**src/rtl/synch_bin_count_down_if.sv**
```systemverilog
// Control and status bundle for the loadable down-counter / interval timer.
interface synch_bin_count_down_if #(
  parameter int unsigned NBITS = 4
);
  logic             ena;
  logic             load;
  logic [NBITS-1:0] load_val;
  logic             mode;
  logic [NBITS-1:0] counter;
  logic             zero;
  logic             tc;
  logic             running;

  // Controller side: drives the strobes and observes the count.
  modport master (
    output ena, load, load_val, mode,
    input  counter, zero, tc, running
  );

  // Counter side.
  modport slave (
    input  ena, load, load_val, mode,
    output counter, zero, tc, running
  );
endinterface

```
**src/rtl/synch_bin_count_down.sv**
```systemverilog
// Loadable binary down-counter with one-shot and periodic reload modes.
module synch_bin_count_down #(
  parameter int unsigned NBITS = 4
) (
  input logic                  clk,
  input logic                  rst,
  synch_bin_count_down_if.slave bus
);

  typedef enum logic {
    IDLE = 1'b0,
    RUN  = 1'b1
  } state_t;

  localparam int unsigned W = NBITS;

  state_t       state, state_next;
  logic [W-1:0] counter_q, counter_next;
  logic [W-1:0] reload_q, reload_next;
  logic         tc_q, tc_next;

  // State, count, reload value and terminal-count pulse registers.
  always_ff @(posedge clk or posedge rst) begin
    if (rst) begin
      state     <= IDLE;
      counter_q <= '0;
      reload_q  <= '0;
      tc_q      <= 1'b0;
    end else begin
      state     <= state_next;
      counter_q <= counter_next;
      reload_q  <= reload_next;
      tc_q      <= tc_next;
    end
  end

  // Next-state logic: load beats everything; a zero decision happens only
  // on an enabled edge in RUN, so ena gaps stretch timing without losing counts.
  always_comb begin
    state_next   = state;
    counter_next = counter_q;
    reload_next  = reload_q;
    tc_next      = 1'b0;

    if (bus.load) begin
      counter_next = bus.load_val;
      reload_next  = bus.load_val;
      state_next   = (bus.load_val != '0) ? RUN : IDLE;
    end else begin
      unique case (state)
        IDLE: begin
          // Hold; ena has no effect until a nonzero load.
        end
        RUN: begin
          if (bus.ena) begin
            if (counter_q > W'(1)) begin
              counter_next = counter_q - W'(1);
            end else if (counter_q == W'(1)) begin
              counter_next = '0;
              tc_next      = 1'b1;
              if (!bus.mode) state_next = IDLE;
            end else begin
              // Sitting at zero: periodic reloads, one-shot parks.
              if (bus.mode) counter_next = reload_q;
              else          state_next   = IDLE;
            end
          end
        end
        default: state_next = IDLE;
      endcase
    end
  end

  // Status outputs; zero is decoded straight from the count register.
  assign bus.counter = counter_q;
  assign bus.zero    = (counter_q == '0);
  assign bus.tc      = tc_q;
  assign bus.running = (state == RUN);

endmodule

```
**src/flat_wrapper.sv**
```systemverilog
// flat-port wrapper written by rule: the top's interface ports become plain ports
module synch_bin_count_down_flat 
#(
  parameter int unsigned NBITS = 4
)
  (clk, rst, bus_ena, bus_load, bus_load_val, bus_mode, bus_counter, bus_zero, bus_tc, bus_running);
  synch_bin_count_down_if #(.NBITS(NBITS)) bus_i ();
  input logic clk;
  input logic rst;
  input wire logic [$bits(bus_i.ena)-1:0] bus_ena;
  input wire logic [$bits(bus_i.load)-1:0] bus_load;
  input wire logic [$bits(bus_i.load_val)-1:0] bus_load_val;
  input wire logic [$bits(bus_i.mode)-1:0] bus_mode;
  output wire logic [$bits(bus_i.counter)-1:0] bus_counter;
  output wire logic [$bits(bus_i.zero)-1:0] bus_zero;
  output wire logic [$bits(bus_i.tc)-1:0] bus_tc;
  output wire logic [$bits(bus_i.running)-1:0] bus_running;
  assign bus_i.ena = bus_ena;
  assign bus_i.load = bus_load;
  assign bus_i.load_val = bus_load_val;
  assign bus_i.mode = bus_mode;
  assign bus_counter = bus_i.counter;
  assign bus_zero = bus_i.zero;
  assign bus_tc = bus_i.tc;
  assign bus_running = bus_i.running;
  synch_bin_count_down #(.NBITS(NBITS)) u_core (.clk(clk), .rst(rst), .bus(bus_i));
endmodule
```
**config.mk**
```make
export PLATFORM = sky130hd
export DESIGN_NAME = synch_bin_count_down_flat
export DESIGN_NICKNAME = d
export VERILOG_FILES = /design/src/rtl/synch_bin_count_down_if.sv /design/src/rtl/synch_bin_count_down.sv /design/src/flat_wrapper.sv
export SDC_FILE = /design/constraint.sdc
export NUM_CORES = 1
export LEC_CHECK = 0
export BUFFER_PORTS_ARGS = -buffer_cell sky130_fd_sc_hd__buf_4
export CAP_MARGIN = 5
export CORE_MARGIN = 4
export CORE_UTILIZATION = 46
export CTS_CLUSTER_SIZE = 25
export DETAILED_ROUTE_END_ITERATION = 8
export GPL_ROUTABILITY_DRIVEN = 0
export PLACE_DENSITY = 0.77
export SLEW_MARGIN = 20
export SYNTH_ARGS = -nofsm -noshare
export SYNTH_HDL_FRONTEND = slang
export SYNTH_SLANG_ARGS = --single-unit
```
**constraint.sdc**
```tcl
create_clock -name clk -period 3.2 [get_ports clk]
set_clock_uncertainty 0.1 [all_clocks]
set_input_delay 0.48 -clock clk [delete_from_list [all_inputs] [get_ports clk]]
set_output_delay 0.48 -clock clk [all_outputs]
set_load 0.02 [all_outputs]
```
### After elaboration in Yosys (flattened, before gate mapping)

Cells that the tools add are included.

| storage, ports and cells | value |
|---|---|
| register bits after elaboration | 10 |
| output and inout port bits | 7 |
| logic and storage cells | 30 |

| cells by class | value |
|---|---|
| add/sub/neg operators | 1 |
| magnitude comparators | 1 |
| equality and inequality tests | 1 |
| muxes and demuxes | 17 |
| reduce and logical (&&, ||, !) cells | 6 |

Operators with widths:

| kind | number |
|---|---|
| $mux W4 | 6 |
| $mux W1 | 11 |
| $reduce_bool A4 Y1 | 2 |
| $eq A4 B1 Y1 const B | 1 |
| $gt A4 B1 Y1 const B | 1 |
| $logic_not A4 Y1 | 1 |
| $reduce_bool A2 Y1 | 2 |
| $sub A4 B1 Y4 const B | 1 |
| $reduce_and A3 Y1 | 1 |

### Depth between registers and ports, before layout

| logic depth | value |
|---|---|
| depth after elaboration | 6 |
| depth in mapped cells | 6 |
| depth with buffers taken out | 6 |

### Least setup slack after synthesis

No wires, ideal clock.

| timing | value |
|---|---|
| path kind | reg-to-reg |
| from | register u_core.counter_q[1] (netlist: u_core.bus.counter[1]) |
| to | register u_core.counter_q[1] (netlist: u_core.bus.counter[1]) |
| data arrival time | 1530 ps |
| data required time | 2979 ps |
| path slack | 1449 ps |
| cell stages (with the launch flop) | 7 |
| path buffers | 0 |
| clock period less this slack | 1751 ps |
| cells stage by stage | dfrtp_1 inv_1 ha_1 nor4b_4 a21o_4 a21oi_1 a22o_1 |

| on the way | value |
|---|---|
| cells in the longest elaborated chain, start to end | 6 |
| elaborated cells on any way between the ends | 10 |
| classes of those cells | 1 x add/sub; 1 x order compare; 1 x eq/ne; 5 x mux; 2 x reduce/logical |

Ends and longest elaborated chain:

| item | RTL line | RTL |
|---|---|---|
| start: declaration | synch_bin_count_down.sv:18 | `logic [W-1:0] counter_q, counter_next;` |
| start signal: assignment | synch_bin_count_down.sv:31 | `counter_q <= counter_next;` |
| parallel branches: the longest is 6 deep, another holds $sub A4 B1 Y4 | n/a |  |

Several ways; the timed one is not identified. The select of a mux whose other input is x is not followed.
A chain may end at the register's enable or synchronous reset.

### Worst setup path after layout

| timing | value |
|---|---|
| from | register u_core.counter_q[3] (netlist: u_core.bus.counter[3]) |
| to | output port bus_zero |

| on the way | value |
|---|---|
| cells in the longest elaborated chain, start to end | 1 |

Ends and longest elaborated chain:

| item | RTL line | RTL |
|---|---|---|
| $logic_not A4 Y1 | synch_bin_count_down.sv:76 | `assign bus.zero = (counter_q == '0);` |
| end: declaration | flat_wrapper.sv:15 | `output wire logic [$bits(bus_i.zero)-1:0] bus_zero;` |

No other way between the ends.

==> results.txt <==
Max cap viols -> 0
Final WL -> 1256 um
Crit path DAT -> 1310 ps
Setup TNS Final -> 0 ps
Gr ovfl total -> 0
#FFs+latches synth -> 10
Die outline height -> 44.02 um
Post-Syn Area -> 596.8 um2
Area growth, synth to finish -> 27.04%
Total GRT Usage -> 14.83%
Post-synthesis sequential area ratio -> 41.93%
Seq pwr share -> 39.5%
Comb pwr share -> 32.6%
Post-DP HPWL -> 929.4 um
Die Span X -> 44.02 um
Commonest non-fill, non-tap cell in the layout -> buf_4
Area after DPL -> 721.9 um2
Post-route cell area -> 758.2 um2
Clock tree from TritonCTS -> yes
Ant diodes -> 0
Port Buffers -> 15
Outcome -> completed
Vias -> 512
Cell taking the most area after synthesis -> dfrtp_1
Worst reg2reg endpoint -> u_core.bus.counter[1]
# nets final -> 89
Vias per cell -> 5.689
Hold Path Class -> primary input to async pin
WP data required -> 2620 ps
FF-to-FF path depth -> 6
Commonest non-fill, non-tap cells in the layout -> 15 x buf_4, 10 x dfrtp_1, 6 x nor2_1, 6 x inv_1, 4 x mux2_2
Die area -> 0.001938 mm2
Initial Util -> 50.96%
Final Hold Violating Endpoints -> 0
IO Count -> 16
Startpoint types -> flop
Mapped Cells -> 58
WL per Instance -> 13.96 um
Core Rows -> 12
Unrepaired setup endpoints after global routing -> no
PwrDens -> 553.7 mW/mm2
Fillers -> 96
Cell leakage power -> 0.0003551 uW
Ranking of synthesized cells by area -> dfrtp_1 42%, mux2_2 7.5%, ha_1 6.3%
Synth Area per Inst -> 10.29 um2
First-pass GRT wire length -> 2125 um
Critical path peak fanout -> 8
Final Core Density -> 64.74%
R2R Path Start -> u_core.bus.counter[0]
CTS Sinks -> 10
Clock-pin slew on the worst setup and hold paths -> 70 ps
Fmax -> 528.9 MHz
Multi-input combinational cell area -> 319.1 um2
DRC Markers -> 0
Switching share of power -> 34.09%
Crit. End Element -> output port
Cts hold-fix bufs -> 0
Share of cells above drive strength 1 -> 34.21%
Initial DRC Count -> 10
Initial antenna violation count -> 0
Yosys cell types -> 28
Pin count of the biggest net entering global routing -> 12
Post-cts resize count -> 0
Yosys warns -> 0
Reg area -> 250.2 um2
Maximum VDD drop -> 389.9 uV
Least-Margin Pin Slew -> 392.5 ps
Vias in the first global route -> 462
Post-Syn Nets -> 70
Area of the core -> 0.001171 mm2
CTS root buf -> clkbuf_4
Slew HR -> 73.81%
Final Setup Violations -> 0
Fin crit share -> 59.09%
Clock latency on the worst-skew pair -> 270 ps
Minimum clock period -> 1891 ps
Pins Over Slew Limit -> 0
Synth top area share -> 41.93%
H-tree depth -> 1
Setup Crit Path Kind -> flop to output port
Internal power -> 276.7 uW
Worst reg2reg setup slack -> 1400 ps
Clk buf depth -> 2
Post-CTS setup buffer count -> 0
Share of total power in the clock network -> 27.9%
Number of routed nets with antenna violations -> 0
Net Sw Power -> 143.1 uW
CTS Buf Count -> 3
Pre-antenna DRT Iters -> 3
==> state kept, by name, summed over array words and instances, names as in the netlist <==
| register | flops |
|---|---|
| u_core.reload_q | 4 |
| u_core.bus.counter | 4 |
| u_core.bus.tc | 1 |
| u_core.bus.running | 1 |
==> cell type report <==
class | count | area share [%]
clock buffer | 4 | 4.785
inverter | 6 | 2.970
multi-input combinational | 41 | 42.08
sequential | 10 | 33.00
tap | 14 | 2.310
timing repair buffer | 15 | 14.85
==> layer usage <==
layer,global-route usage [%],part of all wire [%]
met1,21.46,46
met2,20.64,46
met3,4.472,6.0
met4,5.422,1.7
met5,0,0
==> synthesized netlist by cell type (all sizes together) <==
library cell  number
nor3b              1
ha                 3
a21o               2
and2               1
dfrtp             10
buf                1
nor3               3
a221oi             1
a21oi              3
a211oi             1
nor4               1
a22o               1
nor4b              1
inv                6
o311ai             1
a211o              1
nand4              1
nand2              2
a31oi              1
mux2               4
o22a               1
nor2               6
o31ai              1
o221ai             1
mux2i              1
o21ai              2
nand3              1
==> per-stage QoR <==
step	hold slack (ps)	std cells	setup slack [ps]	power [uW]
2_1_floorplan	220.2	58	1449	256.8
6_report	84.55	90	1309	419.8
5_1_grt	102.2	90	1262	448.4
3_3_place_gp	385.4	86	1490	303.2
3_5_place_dp	392.7	86	1442	304.3
4_1_cts	100.4	90	1317	421.6
==> cell families (layout without fill, tap and decap cells) <==
group / Yosys count / in the layout / synth area share [%]
AOI/OAI and AO/OA: 16 / 16 / 21.18
adders and majority gates: 3 / 3 / 6.290
buffers and inverters: 7 / 25 / 4.611
DFF: 10 / 10 / 41.93
muxes: 5 / 5 / 9.224
and+or+nand+nor: 17 / 17 / 16.77
==> worst max-delay path by stage <==
stage | startpoint | end | slack, ps | depth (start not counted)
detailed placement | u_core.bus.counter[0] | u_core.bus.counter[1] | 1440 | 6
floorplan | u_core.bus.counter[1] | u_core.bus.counter[1] | 1450 | 6
CTS | u_core.bus.counter[3] | bus_zero | 1320 | 3
global placement | u_core.bus.counter[0] | u_core.bus.counter[1] | 1490 | 6
global route | u_core.bus.counter[3] | bus_zero | 1260 | 3
finish | u_core.bus.counter[3] | bus_zero | 1310 | 3
==> power groups by stage <==
stage / sequential, uW / clock, uW / combinational, uW
floorplan: 177 / 0 / 79.7
global placement: 168 / 0 / 135
detailed placement: 168 / 0 / 136
CTS: 166 / 119 / 137
global route: 170 / 129 / 149
finish: 166 / 117 / 137
==> critical path, stage by stage (launching register included) <==
cell and delay (ps):
dfrtp_1 490, nor2_1 250, and2_1 160, buf_4 130
No activity file was read; power rests on OpenSTA's default activity.
